`src/rtl/ps2_pkg.sv`:
```
`default_nettype none
// +------------------------------------------------------------------+
// | ps2_pkg : shared PS/2 host-transmitter types and constants       |
// | Revision: 1.0                                                    |
// +------------------------------------------------------------------+
package ps2_pkg;

   typedef enum logic [2:0] {
      ST_IDLE      = 3'd0,
      ST_INHIBIT   = 3'd1,
      ST_START     = 3'd2,
      ST_SHIFT     = 3'd3,
      ST_WAIT_ACK  = 3'd4,
      ST_WAIT_IDLE = 3'd5
   } ps2_state_e;

   localparam int STAT_BUSY = 0;
   localparam int STAT_DONE = 1;
   localparam int STAT_ERR  = 2;
   localparam int STAT_NACK = 3;
   localparam int STAT_OVR  = 4;

   localparam logic [3:0] DATA_BITS   = 4'd8;
   localparam logic [3:0] PARITY_EDGE = 4'd9;
   localparam logic [3:0] STOP_EDGE   = 4'd10;

   localparam logic [31:0] REG_DATA   = 32'h0;
   localparam logic [31:0] REG_STATUS = 32'h4;

   function automatic logic odd_parity(input logic [7:0] b);
      return ~^b;
   endfunction

endpackage
`default_nettype wire

```
`src/rtl/ps2_line_sync.sv`:
```
`default_nettype none
// +------------------------------------------------------------------+
// | ps2_line_sync : 2-FF synchronizer for PS2C/PS2D + PS2C fall pulse |
// | Revision: 1.0                                                    |
// +------------------------------------------------------------------+
module ps2_line_sync (
   input  logic clk,
   input  logic rst,
   input  logic ps2c_i,
   input  logic ps2d_i,
   output logic ps2c_o,
   output logic ps2d_o,
   output logic ps2c_fall_o
);

   logic [1:0] c_ff_q;
   logic [1:0] d_ff_q;
   logic       c_prev_q;

   // Idle lines are high, so reset to 1 to avoid a spurious edge on release.
   always_ff @(posedge clk) begin
      if (rst) begin
         c_ff_q   <= 2'b11;
         d_ff_q   <= 2'b11;
         c_prev_q <= 1'b1;
      end else begin
         c_ff_q   <= {c_ff_q[0], ps2c_i};
         d_ff_q   <= {d_ff_q[0], ps2d_i};
         c_prev_q <= c_ff_q[1];
      end
   end

   assign ps2c_o      = c_ff_q[1];
   assign ps2d_o      = d_ff_q[1];
   assign ps2c_fall_o = c_prev_q & ~c_ff_q[1];

endmodule
`default_nettype wire

```
`src/rtl/ps2_host_tx.sv`:
```
`default_nettype none
// +------------------------------------------------------------------+
// | ps2_host_tx : Wishbone host-to-device PS/2 command transmitter   |
// | Optional watchdog: define PS2_TX_TIMEOUT_EN                      |
// | Revision: 1.0                                                    |
// +------------------------------------------------------------------+
module ps2_host_tx
   import ps2_pkg::*;
#(
   parameter int unsigned CLK_HZ     = 100_000_000,
   parameter int unsigned INHIBIT_US = 100,
   parameter int unsigned TIMEOUT_MS = 15
) (
   input  logic        clk,
   input  logic        rst,
   input  logic        STB,
   input  logic        WE,
   input  logic [31:0] ADDR,
   input  logic [31:0] DAT_I,
   output logic [31:0] DAT_O,
   output logic        ACK,
   output logic        INT,
   input  logic        ps2c_i,
   input  logic        ps2d_i,
   output logic        ps2c_oe,
   output logic        ps2d_oe
);

   localparam logic [31:0] INHIBIT_CYC =
      32'(64'(INHIBIT_US) * 64'(CLK_HZ) / 64'd1_000_000);
   localparam logic [31:0] TIMEOUT_CYC =
      32'(64'(TIMEOUT_MS) * 64'(CLK_HZ) / 64'd1_000);

   ps2_state_e  state_q, state_d;
   logic [31:0] cnt_q, cnt_d;
   logic [3:0]  bitcnt_q, bitcnt_d, bitnext;
   logic [7:0]  byte_q, byte_d;
   logic        par_q, par_d;
   logic        c_oe_q, c_oe_d, d_oe_q, d_oe_d;
   logic        fnack_q, fnack_d;
   logic        busy_q, busy_d, done_q, done_d, err_q, err_d;
   logic        nack_q, nack_d, ovr_q, ovr_d;
   logic        stb_q, ack_q, ack_d;
   logic [31:0] dat_q, dat_d, status;
   logic        c_s, d_s, c_fall;
   logic        bus_acc, wr_data, rd_status;
   logic        unused_bits;

   ps2_line_sync u_sync (
      .clk         (clk),
      .rst         (rst),
      .ps2c_i      (ps2c_i),
      .ps2d_i      (ps2d_i),
      .ps2c_o      (c_s),
      .ps2d_o      (d_s),
      .ps2c_fall_o (c_fall)
   );

   assign bus_acc   = STB & ~stb_q;
   assign wr_data   = bus_acc & WE & (ADDR[2] == REG_DATA[2]);
   assign rd_status = bus_acc & ~WE & (ADDR[2] == REG_STATUS[2]);
   assign bitnext   = bitcnt_q + 4'd1;

   always_comb begin
      status            = '0;
      status[STAT_BUSY] = busy_q;
      status[STAT_DONE] = done_q;
      status[STAT_ERR]  = err_q;
      status[STAT_NACK] = nack_q;
      status[STAT_OVR]  = ovr_q;
   end

   always_ff @(posedge clk) begin
      if (rst) begin
         state_q  <= ST_IDLE;
         cnt_q    <= '0;
         bitcnt_q <= '0;
         byte_q   <= '0;
         par_q    <= 1'b0;
         c_oe_q   <= 1'b0;
         d_oe_q   <= 1'b0;
         fnack_q  <= 1'b0;
         busy_q   <= 1'b0;
         done_q   <= 1'b0;
         err_q    <= 1'b0;
         nack_q   <= 1'b0;
         ovr_q    <= 1'b0;
         stb_q    <= 1'b0;
         ack_q    <= 1'b0;
         dat_q    <= '0;
      end else begin
         state_q  <= state_d;
         cnt_q    <= cnt_d;
         bitcnt_q <= bitcnt_d;
         byte_q   <= byte_d;
         par_q    <= par_d;
         c_oe_q   <= c_oe_d;
         d_oe_q   <= d_oe_d;
         fnack_q  <= fnack_d;
         busy_q   <= busy_d;
         done_q   <= done_d;
         err_q    <= err_d;
         nack_q   <= nack_d;
         ovr_q    <= ovr_d;
         stb_q    <= STB;
         ack_q    <= ack_d;
         dat_q    <= dat_d;
      end
   end

   always_comb begin
      state_d  = state_q;
      cnt_d    = cnt_q;
      bitcnt_d = bitcnt_q;
      byte_d   = byte_q;
      par_d    = par_q;
      c_oe_d   = c_oe_q;
      d_oe_d   = d_oe_q;
      fnack_d  = fnack_q;
      busy_d   = busy_q;
      done_d   = done_q;
      err_d    = err_q;
      nack_d   = nack_q;
      ovr_d    = ovr_q;
      ack_d    = bus_acc;
      dat_d    = '0;

      // Clears come first so a same-cycle completion below overrides them.
      if (rd_status) begin
         dat_d  = status;
         done_d = 1'b0;
         err_d  = 1'b0;
         nack_d = 1'b0;
         ovr_d  = 1'b0;
      end else if (bus_acc && !WE) begin
         dat_d = {24'b0, byte_q};
      end
      if (wr_data && state_q != ST_IDLE) begin
         ovr_d = 1'b1;
      end

      case (state_q)
         ST_IDLE: begin
            c_oe_d = 1'b0;
            d_oe_d = 1'b0;
            if (wr_data) begin
               byte_d  = DAT_I[7:0];
               par_d   = odd_parity(DAT_I[7:0]);
               busy_d  = 1'b1;
               fnack_d = 1'b0;
               cnt_d   = '0;
               c_oe_d  = 1'b1;
               state_d = ST_INHIBIT;
            end
         end
         ST_INHIBIT: begin
            if (cnt_q == INHIBIT_CYC - 32'd1) begin
               cnt_d   = '0;
               d_oe_d  = 1'b1;
               state_d = ST_START;
            end else begin
               cnt_d = cnt_q + 32'd1;
            end
         end
         ST_START: begin
            c_oe_d   = 1'b0;
            bitcnt_d = '0;
            cnt_d    = '0;
            state_d  = ST_SHIFT;
         end
         ST_SHIFT: begin
            if (c_fall) begin
               bitcnt_d = bitnext;
               cnt_d    = '0;
               // Edge n (1..8) carries data bit n-1, which is the old count.
               if (bitnext <= DATA_BITS) begin
                  d_oe_d = ~byte_q[bitcnt_q[2:0]];
               end else if (bitnext == PARITY_EDGE) begin
                  d_oe_d = ~par_q;
               end else if (bitnext == STOP_EDGE) begin
                  d_oe_d  = 1'b0;
                  state_d = ST_WAIT_ACK;
               end
            end
         end
         ST_WAIT_ACK: begin
            if (c_fall) begin
               cnt_d = '0;
               if (d_s) begin
                  fnack_d = 1'b1;
                  nack_d  = 1'b1;
                  err_d   = 1'b1;
               end
               state_d = ST_WAIT_IDLE;
            end
         end
         ST_WAIT_IDLE: begin
            if (c_s && d_s) begin
               busy_d  = 1'b0;
               done_d  = done_q | ~fnack_q;
               state_d = ST_IDLE;
            end
         end
         default: begin
            state_d = ST_IDLE;
            c_oe_d  = 1'b0;
            d_oe_d  = 1'b0;
         end
      endcase

`ifdef PS2_TX_TIMEOUT_EN
      if ((state_q == ST_SHIFT || state_q == ST_WAIT_ACK) && !c_fall) begin
         if (cnt_q == TIMEOUT_CYC - 32'd1) begin
            state_d = ST_IDLE;
            c_oe_d  = 1'b0;
            d_oe_d  = 1'b0;
            err_d   = 1'b1;
            nack_d  = 1'b0;
            busy_d  = 1'b0;
         end else begin
            cnt_d = cnt_q + 32'd1;
         end
      end
`endif
   end

   assign DAT_O   = dat_q;
   assign ACK     = ack_q;
   assign INT     = done_q | err_q;
   assign ps2c_oe = c_oe_q;
   assign ps2d_oe = d_oe_q;

   assign unused_bits = ^{ADDR[31:3], ADDR[1:0], DAT_I[31:8], TIMEOUT_CYC};

endmodule
`default_nettype wire

```
`config.mk`:
```
export PLATFORM = sky130hd
export DESIGN_NAME = ps2_host_tx
export DESIGN_NICKNAME = d
export VERILOG_FILES = /design/src/rtl/ps2_pkg.sv /design/src/rtl/ps2_line_sync.sv /design/src/rtl/ps2_host_tx.sv
export SDC_FILE = /design/constraint.sdc
export NUM_CORES = 1
export LEC_CHECK = 0
export ABC_AREA = 1
export CORE_MARGIN = 5
export CORE_UTILIZATION = 43
export CTS_BUF_LIST = sky130_fd_sc_hd__clkbuf_4
export CTS_CLUSTER_DIAMETER = 200
export DETAILED_ROUTE_END_ITERATION = 6
export DONT_BUFFER_PORTS = 1
export PLACE_DENSITY_LB_ADDON = 0.25
export SKIP_CTS_REPAIR_TIMING = 1
export SLEW_MARGIN = 20
export SYNTH_ARGS = -nofsm -noshare
export SYNTH_HDL_FRONTEND = slang
export SYNTH_SLANG_ARGS = --single-unit
```
`constraint.sdc`:
```
create_clock -name clk -period 2.75 [get_ports clk]
set_input_delay 0.55 -clock clk [delete_from_list [all_inputs] [get_ports clk]]
set_output_delay 0.55 -clock clk [all_outputs]
set_load 0.01 [all_outputs]
```
Word-level counts from Yosys, hierarchy flattened
Cells that the tools add are included.

word-level totals
  input bits = 70
  bits in registers = 95
  output and inout port bits = 36
  logic and storage cells = 132

cells by class
  add/sub/neg operators = 2
  reductions and logical operators = 24
  $lt $le $gt $ge = 2
  mux-type cells = 47
  bitwise gates (word level) = 17
  equal/unequal tests = 19

operator list
  kind                                                                     count
  32-bit case mux with 4 select lines                                      1
  32-bit 2-to-1 mux                                                        3
  32-bit by 1-bit adder with 32-bit output, second input constant          1
  32-bit by 14-bit equality test with 1-bit output, second input constant  1
  1-bit 2-to-1 mux                                                         25
  3-bit 2-to-1 mux                                                         8
  3-bit case mux with 6 select lines                                       1
  2-bit != test, second input constant                                     8
  5-bit 2-to-1 mux                                                         2
  1-bit inverter                                                           9
  4-bit equality test, second input constant                               2
  4-bit case mux with 2 select lines                                       1
  4-bit AND reduction                                                      2
  8-bit AND reduction                                                      1
  2-bit nonzero test                                                       4
  8-bit XNOR reduction                                                     1
  1-bit bitwise AND                                                        6
  3-bit by 2-bit equality test with 1-bit output, second input constant    2
  3-bit equality test, second input constant                               2
  1-bit case mux with 2 select lines                                       3
  3-bit AND reduction                                                      2
  3-bit OR reduction                                                       2
  4-bit by 1-bit adder with 4-bit output, second input constant            1
  4-bit less-or-equal comparator, second input constant                    1
  other kinds (16)                                                         22

Logic depth before layout (Yosys ltp)
Gate-level depths: netlist (run 1).

  word-level depth = 8
  gate-level depth with buffers = 12
  depth with buffers taken out = 12

Hierarchy
A second synthesis (run 1) with hierarchy kept.

second synthesis, totals
  cell total of the unflattened synthesis = 649
  area, all modules = 4,197.8 um2

by module, submodules not included
  module         seq. area each (um2)  area each (um2)  cells each  times used
  ps2_host_tx    1,321.3               4,048.9          631         1
  ps2_line_sync  100.1                 148.9            18          1

Worst setup path before layout (run 1)
OpenSTA, ideal clock, no wires.

  path type = in2reg
  from = in ADDR[2]
  to = reg cnt_q[13]
  data required time = 2.627 ns
  setup time = 0.123 ns
  data arrival time = 1.543 ns
  setup slack = 1.084 ns
  path buffers = 1
  stages on the path = 11
  cell sequence = inv_1 -> nand2_1 -> nor2_1 -> inv_1 -> nand2_2 -> nand2_2 -> nor2_4 -> nand2_4 -> nand2_2 -> buf_6 -> nor3_2

between the ends
  word-level cells in the longest chain between the ends = 4

RTL lines
  what                           line               source
  start, declared                ps2_host_tx.sv:18  input logic [31:0] ADDR,
  1-bit inverter                 ps2_host_tx.sv:60  assign wr_data = bus_acc & WE & (ADDR[2] == REG_DATA[2]);
  1-bit bitwise AND              ps2_host_tx.sv:60
  2-bit != test (no line)        -
  3-bit AND reduction (no line)  -
  end signal, assigned           ps2_host_tx.sv:93  cnt_q <= cnt_d;
  end, declared                  ps2_host_tx.sv:35  logic [31:0] cnt_q, cnt_d;

Every way passes these cells.
A chain may end at the register's enable or synchronous reset.

Worst setup path in the final report (run 1)
  from = reg cnt_q[0]
  to = reg cnt_q[2]

between the ends
  word-level cells in the longest chain between the ends = 3
  elaborated cells between the ends (all ways) = 4
  those cells by class = add/sub (1); eq/ne (1); mux (2)

RTL lines
  what                                                                                                          line                                    source
  32-bit by 1-bit adder with 32-bit output or 32-bit by 14-bit equality test with 1-bit output (tied branches)  ps2_host_tx.sv:162, ps2_host_tx.sv:157
  32-bit 2-to-1 mux (*)                                                                                         ps2_host_tx.sv:157                      if (cnt_q == INHIBIT_CYC - 32'd1) begin
  32-bit case mux with 4 select lines (*)                                                                       ps2_host_tx.sv:142                      case (state_q)

Every way passes the cells marked *; elsewhere a longest branch is shown, timed or not.

==> results of run 1 <==
-- how the worst max path moves through the flow --
stage / from / to / slack, ns / depth (start not counted)
3_5_place_dp: cnt_q[0] / cnt_q[3] / 0.71 / 10
4_1_cts: cnt_q[0] / cnt_q[2] / 0.66 / 10
6_report: cnt_q[0] / cnt_q[2] / 0.64 / 10
3_3_place_gp: cnt_q[0] / cnt_q[27] / 0.76 / 10
5_1_grt: cnt_q[0] / cnt_q[10] / 0.46 / 10
2_1_floorplan: ADDR[2] / cnt_q[13] / 1.08 / 11
-- placed cells by master (no fill, tap or decap), drive strengths merged, types with 2 or more instances in the layout --
cell type and n:
clkbuf 9, a21oi 53, inv 76, nand2 169, nor2 91, nand3b 2
dfxtp 71, xnor2 8, nor3 25, o211ai 3, nand4 6, o21ai 24
conb 24, or2 6, ha 5, nand3 50, a211oi 3, clkinv 2
buf 3, xor2 4
-- layer usage --
layer  GRT usage (%)  share of wire (%)
met1            20.2                 43
met2            31.5                 48
met3            5.13                5.2
met4            6.40                3.3
met5               0                  0
-- power groups by stage --
stage | combinational, mW | sequential [mW] | clock (mW)
global placement | 0.783 | 1.22 | 0
CTS | 0.799 | 1.21 | 0.648
floorplan | 0.774 | 1.18 | 0
detailed placement | 0.795 | 1.23 | 0
finish | 0.793 | 1.21 | 0.624
global route | 0.919 | 1.22 | 0.697
-- registers in the layout (all words and copies together) (netlist names), 2 cells and up --
signal / flops
u_sync.d_ff_q: 2
cnt_q: 32
DAT_O: 8
state_q: 3
byte_q: 8
bitcnt_q: 4
u_sync.c_ff_q: 2
-- through the flow --
step                hold slack (ns)  setup WS, ns  area, sq um  total power, mW
floorplan                     0.389          1.08         4230             1.95
global route                  0.112         0.456         4260             2.84
global placement              0.404         0.759         4130             2.01
CTS                           0.134         0.662         4260             2.65
detailed placement            0.397         0.707         4130             2.02
finish                        0.168         0.640         4260             2.62
-- cells in the mapped netlist --
cell | instances | area (sq um)
sky130_fd_sc_hd__nand2_1 | 161 | 604
sky130_fd_sc_hd__nor2_1 | 85 | 319
sky130_fd_sc_hd__dfxtp_1 | 71 | 1420
sky130_fd_sc_hd__inv_1 | 69 | 259
sky130_fd_sc_hd__a21oi_1 | 53 | 265
sky130_fd_sc_hd__nand3_1 | 50 | 250
sky130_fd_sc_hd__buf_4 | 25 | 188
sky130_fd_sc_hd__o21ai_0 | 20 | 100
sky130_fd_sc_hd__nor3_1 | 18 | 90.1
sky130_fd_sc_hd__xnor2_1 | 8 | 70.1
sky130_fd_sc_hd__clkbuf_1 | 7 | 26.3
sky130_fd_sc_hd__nor3_2 | 7 | 70.1
sky130_fd_sc_hd__nand2_2 | 6 | 37.5
sky130_fd_sc_hd__nand4_1 | 6 | 37.5
sky130_fd_sc_hd__or2_2 | 6 | 37.5
sky130_fd_sc_hd__ha_1 | 5 | 62.6
sky130_fd_sc_hd__buf_2 | 4 | 20.0
sky130_fd_sc_hd__buf_6 | 4 | 45.0
sky130_fd_sc_hd__o21ai_1 | 4 | 20.0
sky130_fd_sc_hd__xor2_1 | 4 | 35.0
sky130_fd_sc_hd__a211oi_1 | 3 | 22.5
sky130_fd_sc_hd__inv_2 | 3 | 11.3
sky130_fd_sc_hd__nor2_2 | 3 | 18.8
sky130_fd_sc_hd__nor2_4 | 3 | 33.8
sky130_fd_sc_hd__o211ai_1 | 3 | 22.5
sky130_fd_sc_hd__nand2_4 | 2 | 22.5
sky130_fd_sc_hd__nand3b_1 | 2 | 15.0
sky130_fd_sc_hd__a31oi_1 | 1 | 6.26
sky130_fd_sc_hd__and3_1 | 1 | 6.26
sky130_fd_sc_hd__clkbuf_2 | 1 | 5.00
sky130_fd_sc_hd__conb_1 | 1 | 3.75
sky130_fd_sc_hd__nor3b_2 | 1 | 12.5
sky130_fd_sc_hd__or3b_2 | 1 | 8.76
-- critical path: stages, from the launching register on --
cell	delay [ns]
sky130_fd_sc_hd__dfxtp_1	0.48
sky130_fd_sc_hd__ha_1	0.29
sky130_fd_sc_hd__nand2_1	0.10
sky130_fd_sc_hd__nor2_2	0.22
sky130_fd_sc_hd__nand3_1	0.12
sky130_fd_sc_hd__nor2_1	0.13
sky130_fd_sc_hd__nand2_1	0.10
sky130_fd_sc_hd__nand2_2	0.13
sky130_fd_sc_hd__nand2_4	0.06
sky130_fd_sc_hd__nand2_2	0.27
sky130_fd_sc_hd__nor2_1	0.09
-- final cells by class --
class,instances,share of cell area [%]
Sequential cell,71,33.4
Tap cell,129,3.79
Multi-Input combinational cell,477,53.1
Timing Repair Buffer,3,0.529
Inverter,72,6.35
Clock buffer,9,1.59
Clock inverter,7,1.29
-- cell families after synthesis --
logic type	after synthesis	share of synthesized area, %
AOI/OAI and AO/OA	84	10.5
xor gates and xnor gates	12	2.53
adders and majority gates	5	1.51
buffers and inverters	113	13.4
DFF	71	34.3
other	1	0.0904
and+or+nand+nor	352	37.7
==> results.yml, run 1 <==
job:
  timing.max_cap.violations: 0
synthesis:
  synth_sequential_area_ratio_pct: 34.3
  yosys_register_bits: 71
  synth.avg_cell_area_sq_um: 6.50
  synth_area_sq_mm: 0.00415
  syn_inst: 638
  yosysWarnings: 0
  post_synth_num_cell_types: 33
die:
  initial_core_util_pct: 44.5
  io-pin-count: 106
  die_width_microns: 108
  row_count: 35
  dieArea_sq_mm: 0.0117
  floorplan.core_area_sq_mm: 0.00933
  dieHeight_microns: 108
routing:
  drt_iter0_markers: 142
  remaining_drc_errors: 0
  postRouteAntennaNets: 0
  overall_routed_net_length_microns: 9820
  drtPass1Iterations: 5
  detailroute.via_count: 3801
  wire_per_inst_microns: 12.8
  via_to_cell_ratio: 4.95
clock_tree:
  cts_inserted_buffers: 9
  htree_num_levels: 3
  clock_path_buffers: 2
  cts_tree: "built"
  later_pin_clock_latency_in_the_skew_report_ns: 0.44
  clockRootBuffer: "sky130_fd_sc_hd__clkbuf_4"
  path_clk_slew_ns: 0.14
  clock_sinks: 71
power:
  cellLeakagePower_nw: 1.63
  p_switching_mw: 1.09
  share_clk_of_total_power_pct: 23.8
  p_int_mw: 1.53
  combinational_group_share_of_total_power_pct: 30.2
  p_sw_share_pct: 41.7
  worst_ir_drop_vdd_mv: 0.433
  power_density_mw_per_mm2: 616
  seqPwrFrac_pct: 46.0
global_route:
  initial_antenna_violation_count: 0
  groute.usage.overall_pct: 17.8
  pin_count_of_the_biggest_net_entering_global_routing: 36
  global_route_wire_length_before_repair_microns: 16600
  first_global_vias: 3670
  grt_overflow_total: 0
final_layout:
  layout-drive-gt1-share_pct: 7.82
  postLayoutCoreUtil_pct: 45.6
  final-instance-count-excl-fill: 768
  fillers: 997
  multi_input_area_sq_mm: 0.00226
  area_delta_synth_final_pct: 2.62
  final-seq-area_sq_mm: 0.00142
  final_nets: 709
  antennaDiodeCount: 0
timing:
  clock_skew_ns: 0.0160
  max_slew.worst_pin.slew_ns: 0.529
  finalMaxSlewViolations: 0
  setup-violations-final: 0
  fmaxAchievable_mhz: 474
  final_hold_viol_count: 0
  min_period_ns: 2.11
  fin_tns_setup_ns: 0
  slew-limit-headroom_pct: 64.6
  final_min_period_over_clock_period_pct: 76.7
  rsz0062_at_grt: "no"
placement:
  io_buffers: 0
  place.detailed.hpwl_microns: 7560
  numPlacedInstances: 752
  place.gp.congestion: 0.955
critical_path:
  path_class: "reg -> reg"
  critical_path.startpoint_type: "flop"
  worstSetupEndpointType: "flop"
  worst-r2r-setup-slack_ns: 0.64
  critical_path_required_ns: 3.07
  path_max_fanout: 11
  worstReg2RegStart: "cnt_q[0]"
  r2r_cells: 10
  r2r-end: "cnt_q[2]"
  worst_ep_arrival_time_ns: 2.43
min_path:
  hold_class: "in -> reg"
  hold_end: "bitcnt_q[3]"
  hold_depth: 1
  hp-start: "rst"
status:
  status: "finished clean"
Note: power is estimated with default switching activity, not from simulation.
==> run 2, diff against run 1 <==
- clock period: 2.75 -> 2.1 ns (I/O delays scaled with it)
==> results.yml, run 2 (same netlist as run 1, synthesis figures left out) <==
status:
  status: "finished clean"
die:
  dieArea_sq_mm: 0.0117
  initial_core_util_pct: 44.5
  dieHeight_microns: 108
  row_count: 35
  floorplan.core_area_sq_mm: 0.00933
  die_width_microns: 108
  io-pin-count: 106
power:
  finalPower_mw: 3.50
  combinational_group_share_of_total_power_pct: 30.7
  share_clk_of_total_power_pct: 24.2
  p_sw_share_pct: 42.0
  seqPwrFrac_pct: 45.0
  p_switching_mw: 1.47
  power_density_mw_per_mm2: 805
  cellLeakagePower_nw: 1.68
  worst_ir_drop_vdd_mv: 0.457
  p_int_mw: 2.03
critical_path:
  critical_path.n_buffers_inverters: 0
  worstSetupEndpointType: "flop"
  crit_chain: "ha_1, nand2_1, nor2_2, nand3_1, nor2_1, nand2_1, nand2_2, nand2_4, nand2_2, nor2_1"
  worst-r2r-setup-slack_ns: 0.26
  path_class: "reg -> reg"
  critical_path.startpoint_type: "flop"
  r2r_cells: 10
  worstReg2RegStart: "cnt_q[0]"
  r2r-end: "cnt_q[3]"
  crit_path_top_delay_cell: "sky130_fd_sc_hd__dfxtp_1"
  cp_slowest_stage_delay_ns: 0.39
  worst_path_dominant_cell_family: "simple AND/OR/NAND/NOR gates"
  path_max_fanout: 11
  critical_path_required_ns: 2.42
  worst_ep_arrival_time_ns: 2.16
clock_tree:
  htree_num_levels: 3
  later_pin_clock_latency_in_the_skew_report_ns: 0.44
  clockRootBuffer: "sky130_fd_sc_hd__clkbuf_4"
  clock_sinks: 71
  clock_path_buffers: 2
  path_clk_slew_ns: 0.13
  cts_inserted_buffers: 9
  cts_tree: "built"
final_layout:
  area_delta_synth_final_pct: 4.86
  largest_register: "cnt_q"
  fillers: 1019
  most_frequent_cells_in_the_layout: "161 x sky130_fd_sc_hd__nand2_1, 85 x sky130_fd_sc_hd__nor2_1, 70 x sky130_fd_sc_hd__dfxtp_1"
  postLayoutCoreUtil_pct: 46.6
  antennaDiodeCount: 0
  mostFrequentLayoutCell: "sky130_fd_sc_hd__nand2_1"
  layout-drive-gt1-share_pct: 8.94
  number_of_flip_flops_under_the_largest_register_name: 32
  layout.cell_area.non_filler_sq_mm: 0.00435
  final_nets: 719
  final-instance-count-excl-fill: 778
timing:
  min_period_ns: 1.84
  max_slew.worst_pin.slew_ns: 0.695
  slew-limit-headroom_pct: 53.5
  worst_slack_ns: 0.259
  clock_skew_ns: 0.0206
  finalHoldWorstSlack_ns: 0.0465
  fin_tns_setup_ns: 0
  rsz0062_at_grt: "no"
  final_hold_viol_count: 0
  finalMaxSlewViolations: 0
  fmaxAchievable_mhz: 543
  setup-violations-final: 0
  final_min_period_over_clock_period_pct: 87.7
routing:
  overall_routed_net_length_microns: 10100
  postRouteAntennaNets: 0
  drtPass1Iterations: 4
  via_to_cell_ratio: 4.97
  wire_per_inst_microns: 13.0
  detailroute.via_count: 3866
  drt_iter0_markers: 164
  remaining_drc_errors: 0
placement:
  detailedPlace.worstSlack_ns: 0.189
  place.gp.congestion: 0.942
  detailed_place.area_sq_mm: 0.00418
  numPlacedInstances: 758
  place.detailed.hpwl_microns: 7580
  io_buffers: 0
global_route:
  initial_antenna_violation_count: 0
  first_global_vias: 3648
  global_route_wire_length_before_repair_microns: 16700
  pin_count_of_the_biggest_net_entering_global_routing: 36
  groute.usage.overall_pct: 18.1
  grt_overflow_total: 0
min_path:
  hold_depth: 1
  hold_class: "in -> reg"
  hold_end: "cnt_q[23]"
  hp-start: "rst"
job:
  timing.max_cap.violations: 0
run 2: worst max path at each step:
stage / slack (ns) / depth (start not counted) / start / to
final: 0.26 / 10 / cnt_q[0] / cnt_q[3]
after global routing: 0.03 / 8 / bitcnt_q[0] / state_q[2]
after floorplan: 0.53 / 11 / cnt_q[0] / cnt_q[13]
after CTS: 0.16 / 9 / state_q[2] / cnt_q[3]
after detailed placement: 0.19 / 9 / state_q[2] / cnt_q[27]
after global placement: 0.22 / 9 / state_q[2] / cnt_q[27]
run 2: worst register-to-register path: stages, from the launching register on:
cell                      delay (ns)
sky130_fd_sc_hd__dfxtp_1        0.39
sky130_fd_sc_hd__ha_1           0.26
sky130_fd_sc_hd__nand2_1        0.11
sky130_fd_sc_hd__nor2_2         0.12
sky130_fd_sc_hd__nand3_1        0.09
sky130_fd_sc_hd__nor2_1         0.11
sky130_fd_sc_hd__nand2_1        0.11
sky130_fd_sc_hd__nand2_2        0.14
sky130_fd_sc_hd__nand2_4        0.06
sky130_fd_sc_hd__nand2_2        0.26
sky130_fd_sc_hd__nor2_1         0.09
run 2: power by group through the flow:
stage	Combinational, mW	Sequential, mW	Clock (mW)
final	1.07	1.58	0.848
after CTS	1.07	1.57	0.886
after detailed placement	1.07	1.60	0
after floorplan	1.01	1.54	0
after global placement	1.05	1.60	0
after global routing	1.23	1.60	0.944
run 2: layer usage:
layer	routed length [microns]	global-route usage [%]	share of wire, %	up-vias
met5	0	0	0	-
met4	231	5.68	2.3	0
met3	543	5.13	5.4	18
met2	4950	32.1	49	90
met1	4380	21.0	43	1754
li1	-	-	-	2004
run 2: layout make-up:
| cell class | count | area [sq um] | area share, % |
|---|---|---|---|
| clock buffers | 9 | 67.6 | 1.55 |
| clock inverters | 7 | 61.3 | 1.41 |
| inverters | 72 | 270 | 6.21 |
| multi-input cells | 477 | 2260 | 51.9 |
| flip-flops and latches | 71 | 1420 | 32.7 |
| well taps | 129 | 161 | 3.71 |
| repair buffers | 13 | 108 | 2.47 |
